$ cat src/rtl/led_fader.sv
// ============================================================================
// Module   : led_fader
// Brief    : Per-LED linear PWM fader with shared step/PWM counters and bypass.
// Revision : 1.0
// ============================================================================
`default_nettype none

module led_fader #(
    parameter int LED       = 4,
    parameter int PWM_W     = 8,
    parameter int FADE_STEP = 1000
) (
    input  logic           clk,
    input  logic           rst,
    input  logic [LED-1:0] led_in,
    input  logic           bypass,
    output logic [LED-1:0] led_out,
    output logic           busy
);

    localparam int               c_sc_w      = (FADE_STEP > 1) ? $clog2(FADE_STEP) : 1;
    localparam logic [PWM_W-1:0] c_max       = '1;
    localparam logic [c_sc_w-1:0] c_last_step = c_sc_w'(FADE_STEP - 1);

    typedef enum logic [1:0] {
        ST_OFF  = 2'd0,
        ST_UP   = 2'd1,
        ST_ON   = 2'd2,
        ST_DOWN = 2'd3
    } state_t;

    state_t              state_q  [LED];
    state_t              state_d  [LED];
    logic [PWM_W-1:0]    bright_q [LED];
    logic [PWM_W-1:0]    bright_d [LED];
    logic [c_sc_w-1:0]   step_cnt_q, step_cnt_d;
    logic [PWM_W-1:0]    pwm_cnt_q, pwm_cnt_d;
    logic [LED-1:0]      led_out_q, led_out_d;
    logic                busy_q, busy_d;
    logic                w_tick;

    always_ff @(posedge clk) begin
        if (rst) begin
            step_cnt_q <= '0;
            pwm_cnt_q  <= '0;
            led_out_q  <= '0;
            busy_q     <= 1'b0;
            for (int i = 0; i < LED; i++) begin
                state_q[i]  <= ST_OFF;
                bright_q[i] <= '0;
            end
        end else begin
            step_cnt_q <= step_cnt_d;
            pwm_cnt_q  <= pwm_cnt_d;
            led_out_q  <= led_out_d;
            busy_q     <= busy_d;
            for (int i = 0; i < LED; i++) begin
                state_q[i]  <= state_d[i];
                bright_q[i] <= bright_d[i];
            end
        end
    end

    always_comb begin
        w_tick     = (step_cnt_q == c_last_step);
        step_cnt_d = w_tick ? '0 : step_cnt_q + 1'b1;
        pwm_cnt_d  = pwm_cnt_q + 1'b1;
    end

    // A direction change always wins over a tick; the guards on MAX/0 keep a
    // reversal at the rails from wrapping brightness.
    always_comb begin
        for (int i = 0; i < LED; i++) begin
            state_d[i]  = state_q[i];
            bright_d[i] = bright_q[i];
            if (bypass) begin
                state_d[i]  = led_in[i] ? ST_ON : ST_OFF;
                bright_d[i] = led_in[i] ? c_max : '0;
            end else begin
                case (state_q[i])
                    ST_OFF: begin
                        if (led_in[i]) state_d[i] = ST_UP;
                    end
                    ST_UP: begin
                        if (!led_in[i]) begin
                            state_d[i] = ST_DOWN;
                        end else if (w_tick) begin
                            if (bright_q[i] != c_max) bright_d[i] = bright_q[i] + 1'b1;
                            if (bright_q[i] >= c_max - 1'b1) state_d[i] = ST_ON;
                        end
                    end
                    ST_ON: begin
                        if (!led_in[i]) state_d[i] = ST_DOWN;
                    end
                    ST_DOWN: begin
                        if (led_in[i]) begin
                            state_d[i] = ST_UP;
                        end else if (w_tick) begin
                            if (bright_q[i] != '0) bright_d[i] = bright_q[i] - 1'b1;
                            if (bright_q[i] <= {{(PWM_W-1){1'b0}}, 1'b1}) state_d[i] = ST_OFF;
                        end
                    end
                    default: state_d[i] = ST_OFF;
                endcase
            end
        end
    end

    always_comb begin
        led_out_d = '0;
        busy_d    = 1'b0;
        for (int i = 0; i < LED; i++) begin
            led_out_d[i] = (bright_q[i] == c_max) || (pwm_cnt_q < bright_q[i]);
            if (state_q[i] == ST_UP || state_q[i] == ST_DOWN) busy_d = 1'b1;
        end
    end

    assign led_out = led_out_q;
    assign busy    = busy_q;

endmodule

`default_nettype wire

$ cat config.mk
export PLATFORM = sky130hd
export DESIGN_NAME = led_fader
export DESIGN_NICKNAME = d
export VERILOG_FILES = /design/src/rtl/led_fader.sv
export SDC_FILE = /design/constraint.sdc
export NUM_CORES = 1
export LEC_CHECK = 0
export ABC_AREA = 1
export ABC_CLOCK_PERIOD_IN_PS = 1900
export CORE_UTILIZATION = 46
export CTS_BUF_LIST = sky130_fd_sc_hd__clkbuf_16
export DETAILED_ROUTE_END_ITERATION = 8
export GPL_TIMING_DRIVEN = 0
export SETUP_SLACK_MARGIN = 0.2
export SLEW_MARGIN = 0
export SYNTH_ARGS = -nofsm -noshare
export SYNTH_HDL_FRONTEND = slang
export SYNTH_SLANG_ARGS = --single-unit
$ cat constraint.sdc
create_clock -name clk -period 1.9 [get_ports clk]
set_clock_uncertainty 0.15 [all_clocks]
set_input_delay 0.38 -clock clk [delete_from_list [all_inputs] [get_ports clk]]
set_output_delay 0.38 -clock clk [all_outputs]
set_load 0.1 [all_outputs]
Word level (Yosys, flattened, before mapping)
Memories as Yosys holds them, arrays and structs flattened.
Cells that the tools add are included.
{"block": "totals", "reg_bits": 23, "ram_bits": 40, "inputBits": 7, "output_inout_bits": 5, "wordCells": 169, "mem_count": 2}
{"block": "classes", "addsub": 10, "n_lt_le_gt_ge": 12, "n_eq_ne": 21, "n_mux": 95, "bitwise_logic": 8, "reduce_logical": 17}
{"memory": "bright_q", "words": 4, "width": 8, "read_ports": 4, "rd_clocked_by_memory_dff": 0, "wr": 4, "line": "34", "text": "logic [PWM_W-1:0] bright_q [LED];"}
{"memory": "state_q", "words": 4, "width": 2, "read_ports": 4, "rd_clocked_by_memory_dff": 0, "wr": 4, "line": "32", "text": "state_t state_q [LED];"}
{"op": "$mux 8", "count": 36}
{"op": "$mux 2", "count": 44}
{"op": "$pmux 8 s2", "count": 4}
{"op": "$add 8x1->8 const B", "count": 5}
{"op": "$eq 8x8->1 const B", "count": 4}
{"op": "$ge 8x8->1 const B", "count": 4}
{"op": "$le 8x1->1 const B", "count": 4}
{"op": "$lt 8x8->1", "count": 4}
{"op": "$ne 8x8->1 const B", "count": 4}
{"op": "$pmux 2 s4", "count": 4}
{"op": "$reduce_bool 8->1", "count": 4}
{"op": "$sub 8x1->8 const B", "count": 4}
{"op": "$eq 2x2->1 const B", "count": 8}
{"op": "$add 10x1->10 const B", "count": 1}
{"op": "$eq 10x10->1 const B", "count": 1}
{"op": "$eq 2x1->1 const B", "count": 4}
{"op": "$logic_not 2->1", "count": 4}
{"op": "$logic_or 1x1->1", "count": 8}
{"op": "$or 1x1->1", "count": 8}
{"op": "$mux 1", "count": 7}
{"op": "$reduce_or 2->1", "count": 1}

Depth between registers and ports, before layout
Gate-level depths: netlist (run 1).
{"block": "depth", "ltp_word": 7, "ltp_mapped": 13, "mapped_depth_nobuf": 13}

Least setup slack after synthesis (run 1)
No wires, ideal clock.
{"block": "synth_timing", "path_type": "register to register", "start": "memory state_q[0][1] (netlist name)", "end": "memory bright_q[0][6]", "setup_ns": 0.113, "arrival_time_ns": 1.399, "required_ns": 1.637, "path_slack_ns": 0.238, "path_stages_with_launch": 12, "n_path_buf": 1, "period_less_slack_ns": 1.662, "cell_sequence": "dfxtp_1 > inv_1 > ha_1 > nor2_1 > a21oi_1 > o21ai_1 > nand2_1 > nand3_4 > buf_6 > nand2_1 > nand2_1 > nor2_1"}
{"element": "from (decl)", "line": "32"}
{"element": "to (decl)", "line": "34"}

==> impl_results.html, run 1 <==
<table>
<tr><th>Metric</th><th>Value</th></tr>
<tr><th colspan="2">Critical path</th></tr>
<tr><td>CP startpoint kind</td><td>flop</td></tr>
<tr><td>CP delay by family, top</td><td>simple AND/OR/NAND/NOR gates</td></tr>
<tr><td>Count of cells along the worst register-to-register path</td><td>10</td></tr>
<tr><td>Cell repeated most along the worst path</td><td>nand2_1</td></tr>
<tr><td>Highest cell delay on the worst timing path</td><td>0.43 ns</td></tr>
<tr><td>CP Depth</td><td>10</td></tr>
<tr><td>Worst R2R Setup Slack</td><td>0.08 ns</td></tr>
<tr><td>Startpoint of the most critical register-to-register path</td><td>bright_q[3][0]$_SDFFE_PP0P_</td></tr>
<tr><td>Nature of the critical path endpoint</td><td>flop</td></tr>
<tr><td>Critical path origin</td><td>bright_q[3][0]$_SDFFE_PP0P_</td></tr>
<tr><td>Arrival @ worst endpoint</td><td>1.89 ns</td></tr>
<tr><td>Type of the setup path with the least slack</td><td>flop to flop</td></tr>
<tr><td>Critical path data required time</td><td>1.98 ns</td></tr>
<tr><td>Cell with the largest stage delay on the worst path</td><td>dfxtp_1</td></tr>
<tr><td>End of the worst register-to-register path</td><td>bright_q[3][4]$_SDFFE_PP0P_</td></tr>
<tr><td>Crit path max fanout</td><td>7</td></tr>
<tr><td>Chain of cells forming the critical path</td><td>ha_1 &gt; nand3_1 &gt; nand3b_1 &gt; nand2_1 &gt; nand2_1 &gt; nand3_4 &gt; buf_6 &gt; nand2_2 &gt; nand2_1 &gt; nor2_1</td></tr>
<tr><td>Number of buffer and inverter stages on the critical path</td><td>1</td></tr>
<tr><th colspan="2">Route</th></tr>
<tr><td>Routed length per placed instance</td><td>13.9 um</td></tr>
<tr><td>DRT Pass-1 Iters</td><td>5</td></tr>
<tr><td>Post-Route WL</td><td>15.1 mm</td></tr>
<tr><td>Via density per instance</td><td>5.26</td></tr>
<tr><td>Post-route DRC violation count</td><td>0</td></tr>
<tr><td>Initial DRC count</td><td>322</td></tr>
<tr><td>Via total after detailed routing</td><td>5703</td></tr>
<tr><td>DRT antenna net count</td><td>0</td></tr>
<tr><th colspan="2">STA</th></tr>
<tr><td>Portion of the clock cycle consumed by the worst path in the final layout</td><td>95.6%</td></tr>
<tr><td>Final Setup Violations</td><td>0</td></tr>
<tr><td>Final number of hold-violating endpoints</td><td>0</td></tr>
<tr><td>Min Clock Period, post-route</td><td>1.82 ns</td></tr>
<tr><td>FMAX</td><td>0.550 GHz</td></tr>
<tr><td>Min setup slack post-route</td><td>0.0830 ns</td></tr>
<tr><td>Slew at the pin closest to its max-slew limit</td><td>0.557 ns</td></tr>
<tr><td>Max-slew violation count</td><td>0</td></tr>
<tr><td>Worst slew slack as a fraction of its limit</td><td>62.8%</td></tr>
<tr><td>Worst-case hold slack</td><td>0.317 ns</td></tr>
<tr><td>Final setup TNS</td><td>0 ns</td></tr>
<tr><td>Unrepaired setup endpoints after global routing</td><td>yes</td></tr>
<tr><th colspan="2">Placement</th></tr>
<tr><td>Count of buffers inserted at the top-level ports</td><td>9</td></tr>
<tr><td>Half-perimeter wire length after detailed placement</td><td>10.9 mm</td></tr>
<tr><td>Instance area at placement</td><td>5780 sq um</td></tr>
<tr><td>Routability-driven placement congestion ratio</td><td>0.876</td></tr>
<tr><td>Worst slack at placement</td><td>-0.735 ns</td></tr>
<tr><td>Number of cells after detailed placement</td><td>1057</td></tr>
<tr><th colspan="2">Synthesis</th></tr>
<tr><td>Cell count after synthesis</td><td>905</td></tr>
<tr><td>Post-Synthesis Net Count</td><td>978</td></tr>
<tr><td>XOR/XNOR share of the synthesized area</td><td>1.59%</td></tr>
<tr><td>Yosys warning total</td><td>0</td></tr>
<tr><td>Number of enable flip-flop cells after synthesis</td><td>0</td></tr>
<tr><td>Adder and majority cell fraction of the synthesized area</td><td>15.0%</td></tr>
<tr><td>Post-synth design cell area</td><td>5510 sq um</td></tr>
<tr><td>Count of distinct cell types in the synthesized netlist</td><td>36</td></tr>
<tr><td>Synth async-reset ratio</td><td>0%</td></tr>
<tr><td>Basic-gate share of the synthesized area counting and, or, nand and nor cells</td><td>43.3%</td></tr>
<tr><td>Fraction of the mapped netlist area in compound gates</td><td>9.29%</td></tr>
<tr><td>Sequential cell area fraction in the yosys report</td><td>22.9%</td></tr>
<tr><td>Flip-flop and latch count after synthesis</td><td>63</td></tr>
<tr><td>Combinational family with the most area after synthesis</td><td>simple AND/OR/NAND/NOR gates</td></tr>
<tr><td>Average size of a mapped cell</td><td>6.09 sq um</td></tr>
<tr><td>Prevailing post-synth register cell</td><td>dfxtp_1</td></tr>
<tr><td>Proportion of synthesized area in mux cells</td><td>0%</td></tr>
<tr><th colspan="2">Power and ir drop</th></tr>
<tr><td>Worst vdd ir</td><td>441 uV</td></tr>
<tr><td>Relative contribution of sequential cells to total power</td><td>35.6%</td></tr>
<tr><td>PnR Total Power</td><td>4.56 mW</td></tr>
<tr><td>Share of power burned in the clock network</td><td>31.2%</td></tr>
<tr><td>Design internal power</td><td>2.84 mW</td></tr>
<tr><td>Combinational power share</td><td>33.2%</td></tr>
<tr><td>Power density over cell area</td><td>702 nW/um^2</td></tr>
<tr><td>Leakage component of the power</td><td>3.10 nW</td></tr>
<tr><td>Switch share</td><td>37.7%</td></tr>
<tr><td>Net switching component of the power</td><td>1.72 mW</td></tr>
<tr><th colspan="2">Hold path</th></tr>
<tr><td>Depth of the worst hold-timing path</td><td>2</td></tr>
<tr><td>Worst hold path endpoint</td><td>step_cnt_q[9]$_SDFF_PP0_</td></tr>
<tr><td>Type of the most critical hold path</td><td>flop to flop</td></tr>
<tr><td>Startpoint of the worst hold path</td><td>step_cnt_q[9]$_SDFF_PP0_</td></tr>
<tr><th colspan="2">Global route</th></tr>
<tr><td>Largest net degree at the start of global routing</td><td>11</td></tr>
<tr><td>Vias in the first global route</td><td>5149</td></tr>
<tr><td>Antenna violations before repair</td><td>0</td></tr>
<tr><td>Residual overflow from global routing</td><td>0</td></tr>
<tr><td>GR Util All Layers</td><td>24.7%</td></tr>
<tr><td>Global-route wire length before repair</td><td>24.5 mm</td></tr>
<tr><th colspan="2">CTS</th></tr>
<tr><td>CTS tree</td><td>done</td></tr>
<tr><td>Clock Root Buffer</td><td>clkbuf_16</td></tr>
<tr><td>H-Tree Depth</td><td>3</td></tr>
<tr><td>Total CTS buffers</td><td>9</td></tr>
<tr><td>Clock-pin slew of the registers on the worst-case setup and hold paths</td><td>0.06 ns</td></tr>
<tr><td>Number of sinks on the clock net</td><td>63</td></tr>
<tr><td>Clk buf depth</td><td>2</td></tr>
<tr><td>Later-pin clock latency in the skew report</td><td>0.33 ns</td></tr>
<tr><th colspan="2">Flow run</th></tr>
<tr><td>Maxcap violations</td><td>0</td></tr>
<tr><th colspan="2">Final layout</th></tr>
<tr><td>Most frequent standard cell in the layout excluding fill and tap cells</td><td>nand2_1</td></tr>
<tr><td>Share of cells above drive strength 1</td><td>15.8%</td></tr>
<tr><td>Final cell utilization of the core</td><td>56.2%</td></tr>
<tr><td>Post-route design area</td><td>6500 sq um</td></tr>
<tr><td>Non-filler instance count after layout</td><td>1085</td></tr>
<tr><td>Commonest cells after routing, fill and taps aside</td><td>nand2_1, nor2_1, inv_1, nand3_1, ha_1</td></tr>
<tr><td>Antenna fix cells</td><td>0</td></tr>
<tr><td>Post-layout net count</td><td>1012</td></tr>
<tr><td>Area grow syn2layout</td><td>18.0%</td></tr>
<tr><th colspan="2">Die</th></tr>
<tr><td>Number of placed I/O pins</td><td>12</td></tr>
<tr><td>Standard-cell row count</td><td>39</td></tr>
<tr><td>Initial core utilization</td><td>47.6%</td></tr>
<tr><td>Die Outline Area</td><td>12400 sq um</td></tr>
<tr><td>Area of the core region</td><td>11600 sq um</td></tr>
<tr><td>Horiz. Die Dim</td><td>111 um</td></tr>
<tr><td>DIE HEIGHT</td><td>111 um</td></tr>
<tr><th colspan="2">Status</th></tr>
<tr><td>Outcome</td><td>completed</td></tr>
</table>
-- synth_stat cells, types with 8 or more instances --
master,number,share of area [%]
nand3_1,77,7.0
xor2_1,8,1.3
o21ai_0,30,2.7
ha_1,66,15
nand4_1,9,1.0
buf_2,13,1.2
nand2_1,248,17
inv_1,87,5.9
dfxtp_1,63,23
nor2_1,195,13
nand2_2,8,0.91
a21oi_1,46,4.2
-- power groups by stage --
stage                     combinational (mW)  clock, mW  sequential, mW
after global routing                    1.71       1.51            1.64
after detailed placement                1.36          0            1.62
after floorplan                        0.951          0            1.71
after global placement                  1.33          0            1.62
after CTS                               1.44       1.46            1.61
final                                   1.52       1.42            1.62
-- cell type report --
class,count,area (sq um)
Buffer,21,170
Inverter,87,327
Fill cell,1172,5060
Sequential cell,63,1280
Timing Repair Buffer,22,176
Tap cell,143,179
Clock buffer,9,225
Clock inverter,5,20.0
Multi-Input combinational cell,735,4120
-- flip-flops by register name, summed over array words and instances, names as in the netlist --
| signal | cells |
|---|---|
| bright_q | 32 |
| busy | 1 |
| led_out | 4 |
| pwm_cnt_q | 8 |
| state_q | 8 |
| step_cnt_q | 10 |
-- logic make-up after synthesis --
logic type / Yosys count
xor gates and xnor gates: 10
DFF: 63
adders and majority gates: 66
buffers and inverters: 108
and+or+nand+nor: 564
AOI/OAI and AO/OA: 94
-- worst register-to-register path, delay by kind of cell, from the launching register on --
kind | cells | cell delay [ns]
flops | 1 | 0.43
fa+ha+maj | 1 | 0.21
simple gates | 8 | 0.76
buf+inv | 1 | 0.15
-- layer usage --
layer,vias up,global-route usage (%),wire length [um]
li1,2956,-,-
met3,27,3.70,620
met2,126,41.3,6960
met5,-,0,0
met4,0,10.8,338
met1,2594,31.4,7210
-- worst max path at each step --
stage | end | slack, ns
6_report | bright_q[3][4]$_SDFFE_PP0P_ | 0.08
5_1_grt | state_q[3][0]$_SDFFE_PP0P_ | -0.03
4_1_cts | bright_q[3][7]$_SDFFE_PP0P_ | 0.09
3_5_place_dp | bright_q[0][0]$_SDFFE_PP0P_ | -0.74
3_3_place_gp | bright_q[0][0]$_SDFFE_PP0P_ | -0.71
2_1_floorplan | bright_q[0][6]$_SDFFE_PP0P_ | 0.24
-- repair_timing --
item,in CTS,in global routing
endpoints found under the hold margin,0,0
endpoints found under the setup margin,56,47
hold buffers,0,0
gates resized for setup,98,62
cloned,2,1
pin swaps,11,16
buffers inserted,9,2
Power figures use the tool's default switching activity.
==> run 2, diff against run 1 <==
- CAP_MARGIN: not set -> 40
==> impl_results.html, run 2 (synthesis gave the netlist of run 1 again) <==
<table>
<tr><th>Metric</th><th>Value</th></tr>
<tr><th colspan="2">Final layout</th></tr>
<tr><td>Post-layout net count</td><td>1021 (+0.89%)</td></tr>
<tr><td>Area grow syn2layout</td><td>23.7%</td></tr>
<tr><td>Filler cells</td><td>1147 (-2.1%)</td></tr>
<tr><td>Top reg by flops</td><td>bright_q</td></tr>
<tr><td>Share of cells above drive strength 1</td><td>20.1% (+4.2 points)</td></tr>
<tr><td>Final cell utilization of the core</td><td>58.9% (+2.7 points)</td></tr>
<tr><td>Commonest cells after routing, fill and taps aside</td><td>nand2_1, nor2_1, inv_1, nand3_1, ha_1</td></tr>
<tr><td>Most frequent standard cell in the layout excluding fill and tap cells</td><td>nand2_1</td></tr>
<tr><td>Post-route design area</td><td>6810 sq um (+4.8%)</td></tr>
<tr><td>Number of flip-flops in the largest register</td><td>32 (unchanged)</td></tr>
<tr><td>Largest registers</td><td>bright_q: 32 flops, step_cnt_q: 10 flops</td></tr>
<tr><td>Antenna fix cells</td><td>0 (unchanged)</td></tr>
<tr><td>Non-filler instance count after layout</td><td>1095 (+0.92%)</td></tr>
<tr><th colspan="2">STA</th></tr>
<tr><td>FMAX</td><td>0.534 GHz (-2.9%)</td></tr>
<tr><td>Final Setup Violations</td><td>0 (unchanged)</td></tr>
<tr><td>Slew at the pin closest to its max-slew limit</td><td>0.598 ns (+0.0407 ns)</td></tr>
<tr><td>Max-slew violation count</td><td>0 (unchanged)</td></tr>
<tr><td>Worst-case hold slack</td><td>0.319 ns (+0.00216 ns)</td></tr>
<tr><td>Final number of hold-violating endpoints</td><td>0 (unchanged)</td></tr>
<tr><td>Min setup slack post-route</td><td>0.0290 ns (-0.0540 ns)</td></tr>
<tr><td>Worst slew slack as a fraction of its limit</td><td>60.1% (-2.7 points)</td></tr>
<tr><td>Unrepaired setup endpoints after global routing</td><td>yes</td></tr>
<tr><td>Min Clock Period, post-route</td><td>1.87 ns (+0.0540 ns)</td></tr>
<tr><td>Portion of the clock cycle consumed by the worst path in the final layout</td><td>98.5% (+2.8 points)</td></tr>
<tr><th colspan="2">Route</th></tr>
<tr><td>Initial DRC count</td><td>372 (+16%)</td></tr>
<tr><td>Via density per instance</td><td>5.31 (+0.93%)</td></tr>
<tr><td>Post-route DRC violation count</td><td>0 (unchanged)</td></tr>
<tr><td>Routed length per placed instance</td><td>14.2 um (+2.0%)</td></tr>
<tr><td>Post-Route WL</td><td>15.6 mm (+2.9%)</td></tr>
<tr><td>DRT Pass-1 Iters</td><td>6 (+1)</td></tr>
<tr><td>Via total after detailed routing</td><td>5809 (+1.9%)</td></tr>
<tr><td>DRT antenna net count</td><td>0 (unchanged)</td></tr>
<tr><th colspan="2">CTS</th></tr>
<tr><td>CTS tree</td><td>done</td></tr>
<tr><td>Clock-pin slew of the registers on the worst-case setup and hold paths</td><td>0.05 ns (about the same)</td></tr>
<tr><td>Total CTS buffers</td><td>9 (unchanged)</td></tr>
<tr><td>H-Tree Depth</td><td>3 (unchanged)</td></tr>
<tr><td>Clock Root Buffer</td><td>clkbuf_16</td></tr>
<tr><td>Clk buf depth</td><td>2 (unchanged)</td></tr>
<tr><td>Number of sinks on the clock net</td><td>63 (unchanged)</td></tr>
<tr><td>Later-pin clock latency in the skew report</td><td>0.34 ns (about the same)</td></tr>
<tr><th colspan="2">Status</th></tr>
<tr><td>Outcome</td><td>completed</td></tr>
<tr><th colspan="2">Die</th></tr>
<tr><td>Initial core utilization</td><td>47.6% (unchanged)</td></tr>
<tr><td>DIE HEIGHT</td><td>111 um (unchanged)</td></tr>
<tr><td>Area of the core region</td><td>11600 sq um (unchanged)</td></tr>
<tr><td>Die Outline Area</td><td>12400 sq um (unchanged)</td></tr>
<tr><td>Horiz. Die Dim</td><td>111 um (unchanged)</td></tr>
<tr><td>Standard-cell row count</td><td>39 (unchanged)</td></tr>
<tr><td>Number of placed I/O pins</td><td>12 (unchanged)</td></tr>
<tr><th colspan="2">Placement</th></tr>
<tr><td>Half-perimeter wire length after detailed placement</td><td>10.9 mm (about the same)</td></tr>
<tr><td>Count of buffers inserted at the top-level ports</td><td>9 (unchanged)</td></tr>
<tr><td>Number of cells after detailed placement</td><td>1062 (+0.47%)</td></tr>
<tr><td>Instance area at placement</td><td>5850 sq um (+1.3%)</td></tr>
<tr><td>Worst slack at placement</td><td>-0.740 ns (-0.00533 ns)</td></tr>
<tr><td>Routability-driven placement congestion ratio</td><td>0.876 (unchanged)</td></tr>
<tr><th colspan="2">Critical path</th></tr>
<tr><td>Crit path max fanout</td><td>7 (unchanged)</td></tr>
<tr><td>Arrival @ worst endpoint</td><td>1.95 ns (+0.06 ns)</td></tr>
<tr><td>End of the worst register-to-register path</td><td>bright_q[3][4]$_SDFFE_PP0P_</td></tr>
<tr><td>CP startpoint kind</td><td>flop</td></tr>
<tr><td>Startpoint of the most critical register-to-register path</td><td>step_cnt_q[1]$_SDFF_PP0_</td></tr>
<tr><td>Critical path origin</td><td>step_cnt_q[1]$_SDFF_PP0_</td></tr>
<tr><td>Count of cells along the worst register-to-register path</td><td>11 (+1)</td></tr>
<tr><td>Critical path endpoint</td><td>bright_q[3][4]$_SDFFE_PP0P_</td></tr>
<tr><td>Type of the setup path with the least slack</td><td>flop to flop</td></tr>
<tr><td>Critical path data required time</td><td>1.98 ns (about the same)</td></tr>
<tr><td>Worst R2R Setup Slack</td><td>0.03 ns (-0.05 ns)</td></tr>
<tr><td>Nature of the critical path endpoint</td><td>flop</td></tr>
<tr><th colspan="2">Power and ir drop</th></tr>
<tr><td>Combinational power share</td><td>34.6% (+1.4 points)</td></tr>
<tr><td>Net switching component of the power</td><td>1.78 mW (+3.5%)</td></tr>
<tr><td>Design internal power</td><td>2.92 mW (+2.6%)</td></tr>
<tr><td>Worst vdd ir</td><td>520 uV (+18%)</td></tr>
<tr><td>Leakage component of the power</td><td>3.21 nW (+3.5%)</td></tr>
<tr><td>Share of power burned in the clock network</td><td>30.8% (-0.4 points)</td></tr>
<tr><td>Relative contribution of sequential cells to total power</td><td>34.6% (-1.0 points)</td></tr>
<tr><td>Power density over cell area</td><td>690 nW/um^2 (-1.7%)</td></tr>
<tr><td>Switch share</td><td>37.9% (+0.20 points)</td></tr>
<tr><th colspan="2">Hold path</th></tr>
<tr><td>Type of the most critical hold path</td><td>flop to flop</td></tr>
<tr><th colspan="2">Global route</th></tr>
<tr><td>GR Util All Layers</td><td>25.3% (+0.67 points)</td></tr>
<tr><td>Antenna violations before repair</td><td>0 (unchanged)</td></tr>
<tr><td>Largest net degree at the start of global routing</td><td>11 (unchanged)</td></tr>
<tr><td>Global-route wire length before repair</td><td>25.3 mm (+3.0%)</td></tr>
<tr><td>Vias in the first global route</td><td>5238 (+1.7%)</td></tr>
<tr><td>Residual overflow from global routing</td><td>0 (unchanged)</td></tr>
<tr><th colspan="2">Flow run</th></tr>
<tr><td>Maxcap violations</td><td>0 (unchanged)</td></tr>
</table>
==> run 2: cell count changes in the layout (fill, tap and decap cells not counted), sizes merged <==
cell,change
buf,+10
clkdlybuf4s50,+1
nand2,+1
clkbuf,-2
inv,+1
dlymetal6s2s,-1
==> run 2: how the worst min path moves through the flow <==
stage                                          end                     start  depth (start not counted)  slack, ns
after floorplan           step_cnt_q[0]$_SDFF_PP0_  step_cnt_q[0]$_SDFF_PP0_                          1       0.27
after CTS                 step_cnt_q[9]$_SDFF_PP0_  step_cnt_q[9]$_SDFF_PP0_                          2       0.32
final                     step_cnt_q[9]$_SDFF_PP0_  step_cnt_q[9]$_SDFF_PP0_                          2       0.32
after detailed placement  step_cnt_q[0]$_SDFF_PP0_  step_cnt_q[0]$_SDFF_PP0_                          1       0.29
after global routing      step_cnt_q[9]$_SDFF_PP0_  step_cnt_q[9]$_SDFF_PP0_                          2       0.35
after global placement    step_cnt_q[0]$_SDFF_PP0_  step_cnt_q[0]$_SDFF_PP0_                          1       0.28
==> run 2: per-layer routing <==
metal | up-vias | wire length (um) | track usage [%]
met5 | - | 0 | 0
met4 | 0 | 334 | 9.82
met3 | 23 | 688 | 3.70
met2 | 123 | 7190 | 41.4
met1 | 2685 | 7360 | 33.7
li1 | 2978 | - | -
==> run 2: power groups by stage <==
stage	Sequential, mW	Combinational, mW	Clock [mW]
global route	1.65	1.83	1.53
global placement	1.62	1.33	0
floorplan	1.71	0.951	0
CTS	1.62	1.52	1.48
finish	1.63	1.62	1.45
detailed placement	1.62	1.42	0
==> run 2: final cells by class <==
type | count | area (sq um) | share of cell area (%)
clock inverters | 6 | 22.5 | 0.331
well taps | 143 | 179 | 2.63
flip-flops and latches | 63 | 1280 | 18.8
plain buffers | 21 | 164 | 2.41
repair buffers | 30 | 363 | 5.33
multi-input cells | 736 | 4250 | 62.4
inverters | 87 | 327 | 4.79
clock buffers | 9 | 225 | 3.31
==> run 2: timing repair <==
item                                   in CTS  in global routing
pin swaps                                  21                 29
setup buffers                              12                  6
setup endpoints to repair                  56                 48
resized for setup                         110                 78
gates cloned                                3                  2
hold buffers                                0                  0
endpoints found under the hold margin       0                  0
==> run 2: worst max-delay path, stage by stage (launching register included) <==
cell and delay [ns]:
dfxtp_2 0.35, ha_4 0.15, nand2_4 0.06, nor2_4 0.14, nand3_4 0.16, nand2_4 0.15, nand2_2 0.07, nand2_2 0.08
nand3_4 0.13, buf_6 0.17, nor2_1 0.10, nor2_1 0.06
==> run 2: stage by stage <==
step                setup TNS (ns)  total power, mW
global route                 -1.18             5.00
global placement            -16.27             2.95
CTS                              0             4.62
finish                           0             4.70
floorplan                        0             2.66
detailed placement          -17.38             3.04
